<file path="config.mk">
export PLATFORM = sky130hd
export DESIGN_NAME = uart_rx_core_flat
export DESIGN_NICKNAME = d
export VERILOG_FILES = /design/src/rtl/uart_rx_core_if.sv /design/src/rtl/uart_rx_core.sv /design/src/flat_wrapper.sv
export SDC_FILE = /design/constraint.sdc
export NUM_CORES = 1
export LEC_CHECK = 0
export CORE_ASPECT_RATIO = 1.25
export CORE_UTILIZATION = 45
export CTS_BUF_LIST = sky130_fd_sc_hd__clkbuf_16
export DETAILED_ROUTE_END_ITERATION = 8
export GPL_TIMING_DRIVEN = 0
export PLACE_DENSITY_LB_ADDON = 0.05
export SLEW_MARGIN = 15
export SYNTH_ARGS = -nofsm -noshare
export SYNTH_HDL_FRONTEND = slang
export SYNTH_SLANG_ARGS = --single-unit
</file>
<file path="constraint.sdc">
create_clock -name i_clk -period 2.4 [get_ports i_clk]
set_clock_uncertainty 0.15 [all_clocks]
set_input_delay 0.48 -clock i_clk [delete_from_list [all_inputs] [get_ports i_clk]]
set_output_delay 0.48 -clock i_clk [all_outputs]
set_load 0.01 [all_outputs]
</file>
<file path="src/rtl/uart_rx_core_if.sv">
// Host-side result bus of the UART receiver: data word, one-cycle strobe, status.
// master: driven by uart_rx_core; slave: consumed by the host register/FIFO.
interface uart_rx_core_if #(
  parameter int unsigned DATA_WIDTH = 8
);
  logic [DATA_WIDTH-1:0] o_dout;
  logic                  o_valid;
  logic [1:0]            o_error;

  modport master (output o_dout, output o_valid, output o_error);
  modport slave  (input  o_dout, input  o_valid, input  o_error);
endinterface

</file>
<file path="src/rtl/uart_rx_core.sv">
// UART receiver core: 8N1 frames (8E1 when UART_RX_PARITY_EN is defined) on i_RX,
// timed by an external x16 oversample tick that this block gates via o_baud_x16_en.
// Each frame is presented as a one-cycle o_valid strobe with o_dout and o_error
// ([0]=framing, [1]=parity), all carried on the uart_rx_core_if master modport.
module uart_rx_core #(
  parameter int unsigned DATA_WIDTH = 8
) (
  input  logic           i_clk,
  input  logic           i_rstn,
  output logic           o_baud_x16_en,
  input  logic           i_baud_x16,
  input  logic           i_RX,
  uart_rx_core_if.master o_rx
);

  localparam int unsigned CNT_W = 4;
  localparam int unsigned BIT_W = (DATA_WIDTH > 1) ? $clog2(DATA_WIDTH) : 1;
  localparam logic [CNT_W-1:0] MID_START = CNT_W'(7);
  localparam logic [CNT_W-1:0] LAST_TICK = CNT_W'(15);
  localparam logic [BIT_W-1:0] LAST_BIT  = BIT_W'(DATA_WIDTH - 1);

  typedef enum logic [2:0] {
    S_IDLE,
    S_START,
    S_DATA,
    S_STOP
`ifdef UART_RX_PARITY_EN
    , S_PARITY
`endif
  } state_t;

  state_t                r_state, w_state;
  logic [CNT_W-1:0]      r_cnt, w_cnt;
  logic [BIT_W-1:0]      r_bit_idx, w_bit_idx;
  logic [DATA_WIDTH-1:0] r_shift, w_shift;
  logic [DATA_WIDTH-1:0] r_dout, w_dout;
  logic [1:0]            r_error, w_error;
  logic                  r_valid, w_valid;
  logic                  r_baud_en;
  logic                  r_rx_meta, r_rx_s, r_rx_prev;
  logic                  w_tick;
  logic                  w_perr;
`ifdef UART_RX_PARITY_EN
  logic                  r_perr, w_perr_nxt;
`endif

  // Ticks only count while the baud generator has been asked to run
  assign w_tick = i_baud_x16 & r_baud_en;

`ifdef UART_RX_PARITY_EN
  assign w_perr = r_perr;
`else
  assign w_perr = 1'b0;
`endif

  // Two-flop synchroniser plus previous sample for start-edge detection
  always_ff @(posedge i_clk or negedge i_rstn) begin
    if (!i_rstn) begin
      r_rx_meta <= 1'b1;
      r_rx_s    <= 1'b1;
      r_rx_prev <= 1'b1;
    end else begin
      r_rx_meta <= i_RX;
      r_rx_s    <= r_rx_meta;
      r_rx_prev <= r_rx_s;
    end
  end

  // State and datapath registers
  always_ff @(posedge i_clk or negedge i_rstn) begin
    if (!i_rstn) begin
      r_state   <= S_IDLE;
      r_cnt     <= '0;
      r_bit_idx <= '0;
      r_shift   <= '0;
      r_dout    <= '0;
      r_error   <= '0;
      r_valid   <= 1'b0;
      r_baud_en <= 1'b0;
`ifdef UART_RX_PARITY_EN
      r_perr    <= 1'b0;
`endif
    end else begin
      r_state   <= w_state;
      r_cnt     <= w_cnt;
      r_bit_idx <= w_bit_idx;
      r_shift   <= w_shift;
      r_dout    <= w_dout;
      r_error   <= w_error;
      r_valid   <= w_valid;
      r_baud_en <= (w_state != S_IDLE);
`ifdef UART_RX_PARITY_EN
      r_perr    <= w_perr_nxt;
`endif
    end
  end

  // Next-state and next-output logic; the counter restarts on every state change
  always_comb begin
    w_state   = r_state;
    w_cnt     = r_cnt;
    w_bit_idx = r_bit_idx;
    w_shift   = r_shift;
    w_dout    = r_dout;
    w_error   = r_error;
    w_valid   = 1'b0;
`ifdef UART_RX_PARITY_EN
    w_perr_nxt = r_perr;
`endif
    if (w_tick) begin
      w_cnt = r_cnt + 1'b1;
    end
    case (r_state)
      S_IDLE: begin
        w_cnt = '0;
        if (r_rx_prev && !r_rx_s) begin
          w_state = S_START;
        end
      end
      S_START: begin
        if (w_tick && (r_cnt == MID_START)) begin
          w_cnt     = '0;
          w_bit_idx = '0;
          w_state   = r_rx_s ? S_IDLE : S_DATA;
        end
      end
      S_DATA: begin
        if (w_tick && (r_cnt == LAST_TICK)) begin
          w_cnt   = '0;
          w_shift = {r_rx_s, r_shift[DATA_WIDTH-1:1]};
          if (r_bit_idx == LAST_BIT) begin
            w_bit_idx = '0;
`ifdef UART_RX_PARITY_EN
            w_state   = S_PARITY;
`else
            w_state   = S_STOP;
`endif
          end else begin
            w_bit_idx = r_bit_idx + 1'b1;
          end
        end
      end
`ifdef UART_RX_PARITY_EN
      S_PARITY: begin
        if (w_tick && (r_cnt == LAST_TICK)) begin
          w_cnt      = '0;
          w_perr_nxt = r_rx_s ^ (^r_shift);
          w_state    = S_STOP;
        end
      end
`endif
      S_STOP: begin
        if (w_tick && (r_cnt == LAST_TICK)) begin
          w_cnt   = '0;
          w_dout  = r_shift;
          w_error = {w_perr, ~r_rx_s};
          w_valid = 1'b1;
          w_state = S_IDLE;
        end
      end
      default: begin
        w_cnt   = '0;
        w_state = S_IDLE;
      end
    endcase
  end

  assign o_baud_x16_en = r_baud_en;
  assign o_rx.o_dout   = r_dout;
  assign o_rx.o_valid  = r_valid;
  assign o_rx.o_error  = r_error;

endmodule

</file>
<file path="src/flat_wrapper.sv">
// flat-port wrapper written by rule: the top's interface ports become plain ports
module uart_rx_core_flat 
#(
  parameter int unsigned DATA_WIDTH = 8
)
  (i_clk, i_rstn, o_baud_x16_en, i_baud_x16, i_RX, o_rx_o_dout, o_rx_o_valid, o_rx_o_error);
  uart_rx_core_if #(.DATA_WIDTH(DATA_WIDTH)) o_rx_i ();
  input  logic i_clk;
  input  logic i_rstn;
  output logic o_baud_x16_en;
  input  logic i_baud_x16;
  input  logic i_RX;
  output wire logic [$bits(o_rx_i.o_dout)-1:0] o_rx_o_dout;
  output wire logic [$bits(o_rx_i.o_valid)-1:0] o_rx_o_valid;
  output wire logic [$bits(o_rx_i.o_error)-1:0] o_rx_o_error;
  assign o_rx_o_dout = o_rx_i.o_dout;
  assign o_rx_o_valid = o_rx_i.o_valid;
  assign o_rx_o_error = o_rx_i.o_error;
  uart_rx_core #(.DATA_WIDTH(DATA_WIDTH)) u_core (.i_clk(i_clk), .i_rstn(i_rstn), .o_baud_x16_en(o_baud_x16_en), .i_baud_x16(i_baud_x16), .i_RX(i_RX), .o_rx(o_rx_i));
endmodule
</file>
# Yosys cells after proc, flatten, opt, wreduce, memory -nomap -nowiden
# Index checks and enable logic that the tools add are counted.
op_classes:
  addsub: 2
  mul: 0
  div_mod_pow: 0
  magnitude_cmp: 0
  n_eq_ne: 8
  shifts: 0
  mux: 17
  bitwise_logic: 2
  n_reduce_logical: 11
op_table:
  columns: ["operator", "n"]
  rows:
  - ["$mux W3", 8]
  - ["$mux W4", 3]
  - ["$pmux W3 S4", 1]
  - ["$pmux W4 S2", 1]
  - ["$eq A3 B2 Y1 const B", 2]
  - ["$pmux W3 S2", 1]
  - ["$add A4 B1 Y4 const B", 1]
  - ["$eq A4 B3 Y1 const B", 1]
  - ["$eq A4 B4 Y1 const B", 1]
  - ["$ne A2 B1 Y1 const B", 2]
  - ["$reduce_and A2 Y1", 2]
  - ["$add A3 B1 Y3 const B", 1]
  - ["$eq A3 B1 Y1 const B", 1]
  - ["$eq A3 B3 Y1 const B", 1]
  - ["$logic_and A1 B1 Y1", 3]
  - ["$logic_not A3 Y1", 1]
  - ["$reduce_and A3 Y1", 1]
  - ["$reduce_bool A3 Y1", 1]
  - ["$mux W1", 2]
  - ["$mux W2", 1]
  - ["$reduce_bool A2 Y1", 1]
  - ["$reduce_or A2 Y1", 1]
  - ["$and A1 B1 Y1", 1]
  - ["$logic_not A1 Y1", 1]
  - ["$not A1 Y1", 1]
word_totals:
  reg_bits: 32
  latch_bits: 0
  ram_bits: 0
  rom_bits: 0
  input_bits: 4
  memories: 0

# Depth between registers and ports, before layout
# Gate-level depths: netlist of run 1.
depth:
  depth_word: 5
  depth_mapped: 6

# Worst setup path after synthesis of run 1
# OpenSTA, ideal clock, no wires.
synth_timing:
  kind: "flip-flop to flip-flop"
  start: "register u_core.r_cnt[0]"
  end: "register u_core.r_dout[0], in the netlist u_core.o_rx.o_dout[0]"
  t_arrival_ns: 1.457
  setup_slack_ns: 0.668
  path_stages_with_launch: 5
  path_buffers: 0
  synth_period_minus_slack_ns: 1.732
  cell_sequence: "dfrtp_1 ha_1 nand4_2 nor3_4 mux2_2"
synth_between:
  elab_chain_cells: 3
synth_lines:
  columns: ["item", "line", "source"]
  rows:
  - ["start: declaration", "uart_rx_core.sv:33", "logic [CNT_W-1:0] r_cnt, w_cnt;"]
  - ["start signal: assignment", "uart_rx_core.sv:85", "r_cnt <= w_cnt;"]
  - ["$eq A4 B4 Y1", "uart_rx_core.sv:153", "if (w_tick && (r_cnt == LAST_TICK)) begin"]
  - ["$logic_and A1 B1 Y1", "uart_rx_core.sv:153", null]
  - ["$reduce_and A2 Y1 (no line)", null, null]
  - ["end signal: assignment", "uart_rx_core.sv:88", "r_dout <= w_dout;"]
  - ["end: declaration", "uart_rx_core.sv:36", "logic [DATA_WIDTH-1:0] r_dout, w_dout;"]
# No other way between the ends.
# A chain may end at the register's enable or synchronous reset.

# Worst setup path in the final report of run 1
layout_timing:
  start: "input i_baud_x16"
  end: "register u_core.r_dout[5], in the netlist u_core.o_rx.o_dout[5]"
layout_between:
  elab_chain_cells: 3
layout_lines:
  columns: ["item", "line", "source"]
  rows:
  - ["start: declaration", "flat_wrapper.sv:11", "input logic i_baud_x16;"]
  - ["$and A1 B1 Y1", "uart_rx_core.sv:48", "assign w_tick = i_baud_x16 & r_baud_en;"]
  - ["$logic_and A1 B1 Y1", "uart_rx_core.sv:153", null]
  - ["$reduce_and A2 Y1 (no line)", null, null]
# No other way between the ends.

==> results.md, run 1 <==
Routing
- **total iterations of the first detailed-routing run** 4
- **First DRT Iteration DRCs** 15
- **aggregate routed wire length** 2267 um
- **via count** 845
- **per-cell routed wire length** 13.99 um
- **vias per std cell** 5.216
- **remaining antenna violation count** 0
- **DRC** 0

Worst setup path
- **critical register-to-register path endpoint** u_core.o_rx.o_dout[5]
- **series of cell instances along the critical path** clkdlybuf4s50_1, nand4_2, nor3_4, mux2_2
- **delay contributed by the slowest stage of the critical path** 0.57 ns
- **master of the slowest instance on the critical path** clkdlybuf4s50_1
- **critical path peak fanout** 10
- **number of buffers and inverters on the critical path** 1
- **setup slack, reg-to-reg** 0.42 ns
- **type of origin of the critical path** primary input
- **CP top delay family** simple AND/OR/NAND/NOR gates
- **capturing element type of the critical path** register
- **count of cells along the worst register-to-register path** 4
- **reg-to-reg startpoint** u_core.r_cnt[0]
- **critical path type** in -> reg
- **Worst EP required** 2.40 ns
- **Arr. time, crit path** 2.18 ns

Timing
- **post-layout minimum cycle time** 2.183 ns
- **worst relative slew slack** 0.5364
- **final-report max-slew violation count** 0
- **final count of negative-setup-slack endpoints** 0
- **RSZ-0062 raised after global routing** no
- **sum of negative setup slack** 0 ns
- **top achievable clock speed** 458.1 MHz
- **Hold WS** 0.1071 ns
- **post-route clock period utilization** 0.9096
- **Slew @ Worst Pin** 0.6954 ns
- **final hold viol count** 0

Power
- **cell area power density** 693.3 nW/um^2
- **Peak VDD IR** 0.0005545 V
- **P_leak** 0.8290 nW

Run
- **number of max-capacitance violations reported** 0

Floorplanning
- **width of the die** 51.17 um
- **starting utilization of the core area** 0.4883
- **area of the core** 2785 sq um
- **Die Y** 63.47 um
- **num ports** 16
- **Core Rows** 21
- **Die ar.** 3248 sq um

Clocking
- **latest clock arrival within the worst-skew pair** 0.27 ns
- **clock root buffer master** clkbuf_16
- **CTS Hold Buffers Added** 0
- **clock-pin slew reported for the worst setup and hold paths after clock tree synthesis** 0.05 ns
- **Inserted Clock Buffers** 5
- **TritonCTS clock tree** built
- **count of buffers added by post-CTS timing repair for setup** 0
- **number of resized instances in the post-cts repair step** 0
- **maximum level of the CTS H-tree** 2
- **buffer levels on the longest clock path** 2
- **number of clock sinks** 32

Global routing
- **number of global-route vias before repair** 853
- **pin count of the biggest net entering global routing** 33
- **first-pass GRT wire length** 3788 um
- **Overall Global Routing Usage** 0.1684
- **GR Overflow Total** 0
- **initial antenna violation count** 0

Cells and area
- **most common library cell in the layout ignoring fill and taps** dfrtp_1
- **summed area of non-filler cells in the final layout** 1678 sq um
- **layout cell share with drive strength beyond 1** 0.2969
- **Final Net Count** 134
- **# diodes** 0
- **top library cells by usage in the layout, fill and taps aside** dfrtp_1 (29), mux2_2 (18), clkdlybuf4s50_1 (13)
- **layout-stage area growth over the synthesis result** 23.37%

Yosys
- **sequential element share of the synthesized area** 0.5915
- **Cells after Synth** 105
- **total of warnings raised by yosys** 0
- **Mean Syn Cell Area** 12.95 sq um
- **number of unique standard cell types used by synthesis** 30
- **flip-flop and latch count after synthesis** 32
- **area of the mapped netlist** 1360 sq um

Outcome
- **outcome** complete, no violations

Place
- **DP HPWL** 1514 um
- **Placed Instance Area** 1541 sq um
- **Port Buffers** 14
- **placer's final routability congestion estimate** 0.8644

Hold path
- **Tightest Hold Check Type** in -> async

[synth_stat cells]
cell / n / area (sq um)
nand3_1: 4 / 20.02
nand4_2: 1 / 12.51
xor2_1: 3 / 26.28
nor2_1: 5 / 18.77
mux2i_1: 2 / 20.02
o22ai_1: 1 / 6.260
ha_1: 3 / 37.54
buf_4: 1 / 7.510
nand2b_2: 1 / 8.760
buf_2: 3 / 15.01
or3b_2: 1 / 8.760
a31oi_1: 3 / 18.77
a21oi_1: 1 / 5.000
nand2b_1: 1 / 6.260
mux2_2: 18 / 202.7
nor4_1: 1 / 6.260
o21ai_0: 3 / 15.01
and4_2: 1 / 10.01
conb_1: 1 / 3.750
dfstp_2: 3 / 78.83
a211oi_1: 1 / 7.510
o21a_1: 1 / 7.510
inv_1: 5 / 18.77
nand3_2: 1 / 10.01
nor3_1: 1 / 5.000
nor3_4: 1 / 16.27
and3_2: 1 / 7.510
nand2_1: 7 / 26.28
dfrtp_1: 29 / 725.7
o31ai_1: 1 / 7.510
[worst reg2reg max path, stage by stage, from the launching register on]
cell     delay (ns)
dfrtp_1        0.39
ha_1           0.22
nand4_2        0.16
nor3_4         0.54
mux2_2         0.41
[layout make-up]
cell class	instances	area (sq um)
fillers	239	1107
inverters	5	18.77
flip-flops and latches	32	804.5
well taps	34	42.54
clock inverters	3	11.26
multi-input cells	65	518.0
clock buffers	5	125.1
plain buffers	4	22.52
repair buffers	14	135.1
[registers in the layout, summed over array words and instances, names as in the netlist]
register              cells
u_core.r_bit_idx          3
u_core.r_rx_meta          1
u_core.o_baud_x16_en      1
u_core.r_rx_prev          1
u_core.r_state            3
u_core.o_rx.o_dout        8
u_core.r_rx_s             1
u_core.r_shift            8
u_core.o_rx.o_error       1
u_core.o_rx.o_valid       1
u_core.r_cnt              4
[logic make-up after synthesis]
kind of cell             after synthesis  share of synthesized area
AO/OA/AOI/OAI                         11                    0.04968
XOR/XNOR                               3                    0.01932
adder cells (fa/ha/maj)                3                    0.02760
buffers and inverters                  9                    0.03036
flip-flops                            32                     0.5915
multiplexers                          20                     0.1638
other                                  1                   0.002757
AND/OR/NAND/NOR                       26                     0.1150
[worst max-delay path by stage]
stage                     slack [ns]            start  cells past startpoint               endpoint
final                           0.22       i_baud_x16                      4  u_core.o_rx.o_dout[5]
after global routing            0.13       i_baud_x16                      4  u_core.o_rx.o_dout[5]
after CTS                       0.22       i_baud_x16                      4  u_core.o_rx.o_dout[5]
after detailed placement       -0.05       i_baud_x16                      4  u_core.o_rx.o_dout[5]
after global placement         -0.04       i_baud_x16                      4  u_core.o_rx.o_dout[7]
after floorplan                 0.67  u_core.r_cnt[0]                      4  u_core.o_rx.o_dout[0]
[metal layers]
metal	track usage	vias up	share of wire
li1	-	409	-
met1	0.1952	409	0.44
met2	0.2500	20	0.49
met3	0.06039	7	0.044
met4	0.1250	0	0.032
met5	0	-	0
[through the flow]
stage / instances / total power, mW / util / worst slack (ns)
floorplan: 106 / 0.5780 / - / 0.6682
global placement: 154 / 0.6002 / 0.5553 / -0.03908
detailed placement: 154 / 0.6003 / 0.5535 / -0.04923
CTS: 162 / 1.183 / 0.6024 / 0.2235
global route: 162 / 1.213 / 0.6024 / 0.1323
finish: 162 / 1.163 / 0.6024 / 0.2171
[where the power goes]
group	internal, mW	switching (mW)
combinational	0.0138	0.0232
clock	0.371	0.201
sequential	0.549	0.00525
total	0.934	0.229
(Power assumes the default switching activity.)
==> run 2: changes to the inputs <==
--- a/config.mk
+++ b/config.mk
@@ -10,2 +10,3 @@
 export CTS_BUF_LIST = sky130_fd_sc_hd__clkbuf_16
+export CTS_CLUSTER_DIAMETER = 150
 export DETAILED_ROUTE_END_ITERATION = 8
--- a/constraint.sdc
+++ b/constraint.sdc
@@ -4,2 +4,2 @@
 set_output_delay 0.48 -clock i_clk [all_outputs]
-set_load 0.01 [all_outputs]
+set_load 0.05 [all_outputs]
==> results of run 2 <==
Same layout as run 1 (identical final DEF). Status: complete, no violations.
Among the figures that moved: total power 1.163 mW -> 1.170 mW
